**config.mk**
```make
export PLATFORM = sky130hd
export DESIGN_NAME = apb_uart_seq_flat
export DESIGN_NICKNAME = d
export VERILOG_FILES = /design/src/rtl/apb_uart_seq_if.sv /design/src/rtl/apb_uart_seq.sv /design/src/flat_wrapper.sv
export SDC_FILE = /design/constraint.sdc
export NUM_CORES = 1
export LEC_CHECK = 0
export CAP_MARGIN = 20
export CORE_MARGIN = 2
export CORE_UTILIZATION = 42
export DETAILED_ROUTE_END_ITERATION = 8
export GPL_ROUTABILITY_DRIVEN = 0
export PLACE_DENSITY_LB_ADDON = 0.1
export REMOVE_ABC_BUFFERS = 1
export SKIP_CTS_REPAIR_TIMING = 1
export SYNTH_ARGS = -nofsm -noshare
export SYNTH_HDL_FRONTEND = slang
export SYNTH_SLANG_ARGS = --single-unit
```
**constraint.sdc**
```tcl
create_clock -name PCLK -period 2 [get_ports PCLK]
set_input_delay 0.3 -clock PCLK [delete_from_list [all_inputs] [get_ports PCLK]]
set_output_delay 0.3 -clock PCLK [all_outputs]
set_load 0.05 [all_outputs]
```
**src/rtl/apb_uart_seq_if.sv**
```systemverilog
// ----------------------------------------------------------------------------
// apb_uart_seq_if
// APB3 bus bundle between the UART sequencer (master) and the UART register
// slave.
//   PADDR/PSEL/PENABLE/PWRITE/PWDATA : master -> slave
//   PRDATA/PREADY/PSLVERR            : slave -> master
// ----------------------------------------------------------------------------
interface apb_uart_seq_if #(
    parameter int ADDR_WIDTH = 4,
    parameter int DATA_WIDTH = 8
);
    logic [ADDR_WIDTH-1:0] PADDR;
    logic                  PSEL;
    logic                  PENABLE;
    logic                  PWRITE;
    logic [DATA_WIDTH-1:0] PWDATA;
    logic [DATA_WIDTH-1:0] PRDATA;
    logic                  PREADY;
    logic                  PSLVERR;

    modport master (
        output PADDR, PSEL, PENABLE, PWRITE, PWDATA,
        input  PRDATA, PREADY, PSLVERR
    );

    modport slave (
        input  PADDR, PSEL, PENABLE, PWRITE, PWDATA,
        output PRDATA, PREADY, PSLVERR
    );
endinterface

```
**src/rtl/apb_uart_seq.sv**
```systemverilog
// ----------------------------------------------------------------------------
// apb_uart_seq
// APB master that owns a UART register block (DATA 0x0, CTRL 0x4, STAT 0x8,
// INT 0xC). On cfg_start it writes CTRL once, then polls STAT and moves bytes
// between a TX stream (written to DATA) and an RX stream (read from DATA,
// followed by a W1C clear of INT), alternating when both are serviceable.
//
// Ports:
//   PCLK, PRESET         clock, asynchronous active-high reset
//   cfg_start            1-cycle pulse, (re)starts from IDLE/HALT, clears err
//   tx_data/tx_valid     TX byte in; tx_ready is a 1-cycle accept strobe
//   rx_data/rx_valid     RX byte out, held until rx_ready
//   apb                  APB master port (apb_uart_seq_if.master)
//   busy                 sequencer is neither IDLE nor HALT
//   err                  sticky PSLVERR (or watchdog timeout) flag
//
// Build option: APB_UART_SEQ_TIMEOUT_EN adds an 8-bit ACCESS watchdog that
// abandons a transfer after 255 cycles without PREADY and halts with err=1.
// ----------------------------------------------------------------------------
module apb_uart_seq #(
    parameter int                    ADDR_WIDTH = 4,
    parameter int                    DATA_WIDTH = 8,
    parameter logic [DATA_WIDTH-1:0] CTRL_VAL   = 8'h83,
    parameter int                    POLL_GAP   = 16
) (
    input  logic                  PCLK,
    input  logic                  PRESET,
    input  logic                  cfg_start,
    input  logic [DATA_WIDTH-1:0] tx_data,
    input  logic                  tx_valid,
    output logic                  tx_ready,
    output logic [DATA_WIDTH-1:0] rx_data,
    output logic                  rx_valid,
    input  logic                  rx_ready,
    apb_uart_seq_if.master        apb,
    output logic                  busy,
    output logic                  err
);
    localparam logic [ADDR_WIDTH-1:0] A_DATA = ADDR_WIDTH'(4'h0);
    localparam logic [ADDR_WIDTH-1:0] A_CTRL = ADDR_WIDTH'(4'h4);
    localparam logic [ADDR_WIDTH-1:0] A_STAT = ADDR_WIDTH'(4'h8);
    localparam logic [ADDR_WIDTH-1:0] A_INT  = ADDR_WIDTH'(4'hC);
    // Clears only rx_done in INT; other interrupt bits are left alone.
    localparam logic [DATA_WIDTH-1:0] INT_CLR = DATA_WIDTH'(8'h02);
    localparam int                    GAP_W   = $clog2(POLL_GAP + 1);

    typedef enum logic [3:0] {
        S_IDLE, S_CFG, S_POLL, S_DECIDE, S_TX_WR, S_RX_RD, S_RX_CLR, S_GAP, S_HALT
    } state_e;

    // APB phase within a transfer state; PH_IDLE doubles as the mandatory
    // PSEL=0 cycle between back-to-back transfers.
    typedef enum logic [1:0] {PH_IDLE, PH_SETUP, PH_ACCESS} phase_e;

    state_e                state_q, state_d;
    phase_e                phase_q, phase_d;
    logic [GAP_W-1:0]      gap_cnt_q, gap_cnt_d;
    logic [DATA_WIDTH-1:0] wdata_q, wdata_d;
    logic [DATA_WIDTH-1:0] stat_q;
    logic [DATA_WIDTH-1:0] rx_data_q;
    logic                  rx_valid_q;
    logic                  tx_ready_q;
    logic                  last_tx_q;   // 1: TX served last (reset so RX goes first)
    logic                  err_q;

    logic xfer_done, xfer_ok, timeout, idle_like;
    logic rx_elig, tx_elig, pick_rx;

    assign xfer_done = (phase_q == PH_ACCESS) && apb.PREADY;
    assign xfer_ok   = xfer_done && !apb.PSLVERR;
    assign idle_like = (state_q == S_IDLE) || (state_q == S_HALT);

    assign rx_elig = !stat_q[0] && !rx_valid_q;
    assign tx_elig = tx_valid && !stat_q[4];
    assign pick_rx = rx_elig && (!tx_elig || last_tx_q);

    // Only rx_empty and tx_full steer the sequencer.
    logic unused_stat;
    assign unused_stat = ^{stat_q[DATA_WIDTH-1:5], stat_q[3:1]};

`ifdef APB_UART_SEQ_TIMEOUT_EN
    logic [7:0] wd_q;

    always_ff @(posedge PCLK or posedge PRESET) begin
        if (PRESET)                                  wd_q <= '0;
        else if (phase_q == PH_ACCESS && !apb.PREADY) wd_q <= wd_q + 8'd1;
        else                                         wd_q <= '0;
    end

    // Fires on the 255th ACCESS cycle that still has no PREADY.
    assign timeout = (phase_q == PH_ACCESS) && !apb.PREADY && (wd_q == 8'd254);
`else
    assign timeout = 1'b0;
`endif

    always_comb begin
        state_d   = state_q;
        phase_d   = phase_q;
        gap_cnt_d = '0;
        wdata_d   = wdata_q;
        case (state_q)
            S_IDLE, S_HALT: begin
                if (cfg_start) begin
                    state_d = S_CFG;
                    phase_d = PH_SETUP;
                end
            end
            S_CFG, S_POLL, S_TX_WR, S_RX_RD, S_RX_CLR: begin
                case (phase_q)
                    PH_IDLE:  phase_d = PH_SETUP;
                    PH_SETUP: phase_d = PH_ACCESS;
                    default: begin
                        if (xfer_done) begin
                            phase_d = PH_IDLE;
                            if (apb.PSLVERR) begin
                                state_d = S_HALT;
                            end else begin
                                case (state_q)
                                    S_CFG:   state_d = S_POLL;
                                    S_POLL:  state_d = S_DECIDE;
                                    S_RX_RD: state_d = S_RX_CLR;
                                    default: state_d = S_POLL;
                                endcase
                            end
                        end else if (timeout) begin
                            phase_d = PH_IDLE;
                            state_d = S_HALT;
                        end
                    end
                endcase
            end
            // DECIDE is itself a PSEL=0 cycle, so the chosen transfer
            // starts straight in SETUP.
            S_DECIDE: begin
                if (pick_rx) begin
                    state_d = S_RX_RD;
                    phase_d = PH_SETUP;
                end else if (tx_elig) begin
                    state_d = S_TX_WR;
                    phase_d = PH_SETUP;
                end else begin
                    state_d = S_GAP;
                end
            end
            S_GAP: begin
                gap_cnt_d = gap_cnt_q + GAP_W'(1);
                if (gap_cnt_q == GAP_W'(POLL_GAP - 1)) begin
                    state_d = S_POLL;
                    phase_d = PH_SETUP;
                end
            end
            default: begin
                state_d = S_IDLE;
                phase_d = PH_IDLE;
            end
        endcase

        // Write data is captured on entry to SETUP and held through ACCESS,
        // so tx_data only has to be stable up to that point.
        if (phase_d == PH_SETUP) begin
            case (state_d)
                S_CFG:    wdata_d = CTRL_VAL;
                S_TX_WR:  wdata_d = tx_data;
                S_RX_CLR: wdata_d = INT_CLR;
                default:  wdata_d = '0;
            endcase
        end
    end

    always_ff @(posedge PCLK or posedge PRESET) begin
        if (PRESET) begin
            state_q    <= S_IDLE;
            phase_q    <= PH_IDLE;
            gap_cnt_q  <= '0;
            wdata_q    <= '0;
            stat_q     <= '0;
            rx_data_q  <= '0;
            rx_valid_q <= 1'b0;
            tx_ready_q <= 1'b0;
            last_tx_q  <= 1'b1;
            err_q      <= 1'b0;
        end else begin
            state_q    <= state_d;
            phase_q    <= phase_d;
            gap_cnt_q  <= gap_cnt_d;
            wdata_q    <= wdata_d;
            tx_ready_q <= xfer_ok && (state_q == S_TX_WR);

            if (xfer_ok) begin
                case (state_q)
                    S_POLL:   stat_q    <= apb.PRDATA;
                    S_TX_WR:  last_tx_q <= 1'b1;
                    S_RX_RD:  rx_data_q <= apb.PRDATA;
                    S_RX_CLR: last_tx_q <= 1'b0;
                    default: ;
                endcase
            end

            // RX_RD is only entered with the buffer empty, so set and clear
            // never collide.
            if (rx_valid_q && rx_ready)                rx_valid_q <= 1'b0;
            else if (xfer_ok && state_q == S_RX_RD)    rx_valid_q <= 1'b1;

            if (idle_like && cfg_start)                      err_q <= 1'b0;
            else if ((xfer_done && apb.PSLVERR) || timeout)  err_q <= 1'b1;
        end
    end

    always_comb begin
        apb.PSEL    = (phase_q != PH_IDLE);
        apb.PENABLE = (phase_q == PH_ACCESS);
        apb.PADDR   = '0;
        apb.PWRITE  = 1'b0;
        if (phase_q != PH_IDLE) begin
            case (state_q)
                S_CFG:    begin apb.PADDR = A_CTRL; apb.PWRITE = 1'b1; end
                S_POLL:   begin apb.PADDR = A_STAT; apb.PWRITE = 1'b0; end
                S_TX_WR:  begin apb.PADDR = A_DATA; apb.PWRITE = 1'b1; end
                S_RX_CLR: begin apb.PADDR = A_INT;  apb.PWRITE = 1'b1; end
                default:  begin apb.PADDR = A_DATA; apb.PWRITE = 1'b0; end
            endcase
        end
    end

    assign apb.PWDATA = wdata_q;
    assign tx_ready   = tx_ready_q;
    assign rx_data    = rx_data_q;
    assign rx_valid   = rx_valid_q;
    assign busy       = !idle_like;
    assign err        = err_q;
endmodule

```
**src/flat_wrapper.sv**
```systemverilog
// flat-port wrapper written by rule: the top's interface ports become plain ports
module apb_uart_seq_flat 
#(
    parameter int                    ADDR_WIDTH = 4,
    parameter int                    DATA_WIDTH = 8,
    parameter logic [DATA_WIDTH-1:0] CTRL_VAL   = 8'h83,
    parameter int                    POLL_GAP   = 16
)
  (PCLK, PRESET, cfg_start, tx_data, tx_valid, tx_ready, rx_data, rx_valid, rx_ready, busy, err, apb_PADDR, apb_PSEL, apb_PENABLE, apb_PWRITE, apb_PWDATA, apb_PRDATA, apb_PREADY, apb_PSLVERR);
  apb_uart_seq_if #(.ADDR_WIDTH(ADDR_WIDTH), .DATA_WIDTH(DATA_WIDTH)) apb_i ();
  input  logic PCLK;
  input  logic PRESET;
  input  logic cfg_start;
  input  logic [DATA_WIDTH-1:0] tx_data;
  input  logic tx_valid;
  output logic tx_ready;
  output logic [DATA_WIDTH-1:0] rx_data;
  output logic rx_valid;
  input  logic rx_ready;
  output logic busy;
  output logic err;
  output wire logic [$bits(apb_i.PADDR)-1:0] apb_PADDR;
  output wire logic [$bits(apb_i.PSEL)-1:0] apb_PSEL;
  output wire logic [$bits(apb_i.PENABLE)-1:0] apb_PENABLE;
  output wire logic [$bits(apb_i.PWRITE)-1:0] apb_PWRITE;
  output wire logic [$bits(apb_i.PWDATA)-1:0] apb_PWDATA;
  input wire logic [$bits(apb_i.PRDATA)-1:0] apb_PRDATA;
  input wire logic [$bits(apb_i.PREADY)-1:0] apb_PREADY;
  input wire logic [$bits(apb_i.PSLVERR)-1:0] apb_PSLVERR;
  assign apb_PADDR = apb_i.PADDR;
  assign apb_PSEL = apb_i.PSEL;
  assign apb_PENABLE = apb_i.PENABLE;
  assign apb_PWRITE = apb_i.PWRITE;
  assign apb_PWDATA = apb_i.PWDATA;
  assign apb_i.PRDATA = apb_PRDATA;
  assign apb_i.PREADY = apb_PREADY;
  assign apb_i.PSLVERR = apb_PSLVERR;
  apb_uart_seq #(.ADDR_WIDTH(ADDR_WIDTH), .DATA_WIDTH(DATA_WIDTH), .CTRL_VAL(CTRL_VAL), .POLL_GAP(POLL_GAP)) u_core (.PCLK(PCLK), .PRESET(PRESET), .cfg_start(cfg_start), .tx_data(tx_data), .tx_valid(tx_valid), .tx_ready(tx_ready), .rx_data(rx_data), .rx_valid(rx_valid), .rx_ready(rx_ready), .apb(apb_i), .busy(busy), .err(err));
endmodule
```
==> results of run 1 <==
power groups by stage:
stage	sequential [mW]	clock [mW]	combinational, mW
floorplan	1.54	0	1.07
global placement	1.05	0	2.62
detailed placement	1.06	0	2.67
CTS	1.05	0.516	2.68
global route	1.09	0.547	3.28
finish	1.06	0.499	3.11
cells in the mapped netlist (2+ instances only):
cell type / n
and3_1: 2
nand2_1: 10
mux2i_1: 2
nand2b_1: 2
ha_1: 5
mux2_2: 12
nand3_1: 4
nor2b_1: 2
a22o_1: 5
nor2_1: 11
buf_2: 4
inv_1: 8
o21ai_0: 6
a31oi_1: 2
buf_4: 3
a211oi_1: 2
nor3_1: 6
a221o_1: 3
a21oi_1: 3
a21o_1: 2
dfrtp_1: 32
logic make-up (layout without fill, tap and decap cells):
group | Yosys count | in the layout
buffers and inverters | 15 | 103
AOI/OAI and AO/OA | 32 | 32
and+or+nand+nor | 48 | 48
muxes | 14 | 14
xor gates and xnor gates | 2 | 2
adders and majority gates | 5 | 5
DFF | 33 | 33
other | 1 | 2
routing by layer:
metal	vias to the layer above	share of wire	global-route usage	routed length, µm
met5	-	0	0	0
met4	0	0.020	0.09439	90
met3	10	0.057	0.06250	255
met2	53	0.52	0.3538	2328
met1	725	0.41	0.2541	1834
li1	713	-	-	-
final cells by class:
| class | instances | area, µm² |
|---|---|---|
| Inverter | 8 | 30.03 |
| Tap cell | 48 | 60.06 |
| Fill cell | 278 | 1033 |
| Multi-Input combinational cell | 103 | 855.8 |
| Sequential cell | 33 | 829.5 |
| Timing Repair Buffer | 87 | 820.8 |
| Clock inverter | 3 | 17.52 |
| Clock buffer | 5 | 68.82 |
worst register-to-register path, stage by stage, from the launching register on:
cell and delay (ns):
dfrtp_1 0.42, inv_1 0.10, ha_2 0.19, and4bb_2 0.29, buf_6 0.13, a221o_1 0.35, a21oi_4 0.21, nand2b_4 0.07
nor3_4 0.22, buf_6 0.15, a22o_1 0.12
registers in the layout, summed over array words and instances (netlist names):
name,flops
u_core.apb.PWDATA,8
u_core.err,1
u_core.gap_cnt_q,5
u_core.last_tx_q,1
u_core.phase_q,2
u_core.rx_data,8
u_core.rx_valid,1
u_core.stat_q,2
u_core.state_q,4
u_core.tx_ready,1
worst paths after layout:
check,cells past startpoint,slack [ns],endpoint
max in group asynchronous,3,1.26,u_core.last_tx_q
min in group PCLK,1,0.50,u_core.stat_q[4]
worst max-delay path,10,-0.31,u_core.apb.PWDATA[6]
worst min register to register,1,0.50,u_core.stat_q[4]
worst min-delay path,3,0.40,u_core.tx_ready
worst max register to register,10,-0.31,u_core.apb.PWDATA[6]
==> flow_summary.ini, run 1 <==
[logic_synthesis]
synth_flop_cell = dfrtp_1
synth_cells = 150
seq_area_frac_synth = 0.5019
yosysUniqueCellTypes = 45
yosys.area_share.simple = 0.1610
synth_top_family_by_area = simple AND/OR/NAND/NOR gates
synth-warning-count = 0
async_flop_share = 1.000
synthAdderAreaFrac = 0.03797
yosysTopAreaCell = dfrtp_1
synth_edf_count = 0
synth_top_area_share = 0.4860
synth-xor-area-share = 0.01063
synth_compound_area_frac = 0.1481
synth-seq-cells = 33
synthTopCellsByArea = dfrtp_1 (49%), mux2_2 (8.2%), ha_1 (3.8%)
mappedNetlistArea_um2 = 1648
synth_area_per_cell_um2 = 10.99
synth_mux_area_frac = 0.09415

[grt]
track_usage = 0.2128
grt-ovfl-total = 0
grt_max_degree = 34
grt_pass1_vias = 1600
antenna_found_initial = 0
grt_pass1_wl_um = 6996

[power_and_ir_drop]
p_per_area_nw_per_um2 = 1741
switchingPower_mw = 2.110
p_sw_frac = 0.4519
p_int_mw = 2.559
seqPwrFrac = 0.226
clockPowerShare = 0.107
peakVddDrop_v = 0.0009291
p_comb_frac = 0.667
p_leak_nw = 1.234
p_total_mw = 4.669

[floorplanning]
core_area_um2 = 3716
initial_core_util = 0.4434
num_rows = 22
die_area_um2 = 4440
ios = 50
die_x_um = 66.64
die_y_um = 66.64

[worst_hold_path]
hold_class = in2async

[layout]
area_growth_pct = 62.79
nets = 266
drive_above_1_share = 0.3724
layout_commonest_cell = clkdlybuf4s50_1
instances_no_fill = 287
final_area_um2 = 2683
finish.utilization = 0.7219
n_antenna_cell = 0
layout_common_cells = clkdlybuf4s50_1 (41), buf_4 (37), dfrtp_1 (30), mux2_2 (11)

[detailed_routing]
vias_per_cell = 5.230
finalWirelength_um = 4509
routedWlPerCell_um = 15.71
drtIter0Drc = 108
drc_errors = 0
final_antenna_net_count = 0
vias = 1501
drt_pass1_iterations = 4

[setup_path]
cp_common_cell = buf_6
r2r-start = u_core.phase_q[1]
cp-end-kind = flop
required_ns = 2.22
worstPathArrival_ns = 2.53
slowest_delay_ns = 0.42
path_class = reg2reg
path_cells = inv_1 > ha_2 > and4bb_2 > buf_6 > a221o_1 > a21oi_4 > nand2b_4 > nor3_4 > buf_6 > a22o_1
critPathLaunchType = flop
crit_fanout = 4
worstSetupStartpoint = u_core.phase_q[1]
critPathBufInv = 3
path_delay_family = compound AO/OA/AOI/OAI gates
crit_slowest_cell = dfrtp_1

[place]
io_buffers = 47
place_ws_ns = -0.4607
dpl_cell_area_um2 = 2402
dp_cells = 271
hpwlAfterDp_um = 3166

[sta]
slew_headroom = 0.6560
hold_slack_ns = 0.3967
period_needed_ns = 2.311
grt_setup_unrepaired = true
fin_skew_ns = 0.01109
tns_ns = -2.212
setup_slack_ns = -0.3107
worst_pin_slew_ns = 0.5144
hold_violations = 0
fmax_mhz = 432.8
timing.final.crit_share = 1.155
finalSetupViolations = 9
report.final.slew_viol_count = 0

[clock_tree]
clk_latency_ns = 0.29
cts_buffers = 5
root_buffer = clkbuf_8
clkSinkCount = 33
cts.path.max_buffers = 2
clkSlewWorstSetupHoldPaths_ns = 0.08
htreeDepth = 2
cts_tree = built

[status]
status = finished, violations left
violations = setup timing

[run]
cap_violations = 0
No activity file was read; power rests on OpenSTA's default activity.
==> inputs of run 2 (changes only) <==
--- a/config.mk
+++ b/config.mk
@@ -10,6 +10,7 @@
 export CORE_UTILIZATION = 42
 export DETAILED_ROUTE_END_ITERATION = 8
 export GPL_ROUTABILITY_DRIVEN = 0
+export HOLD_SLACK_MARGIN = 0.06
 export PLACE_DENSITY_LB_ADDON = 0.1
 export REMOVE_ABC_BUFFERS = 1
 export SKIP_CTS_REPAIR_TIMING = 1
==> results of run 2 <==
Final layout, timing and power as in run 1 (identical DEF).
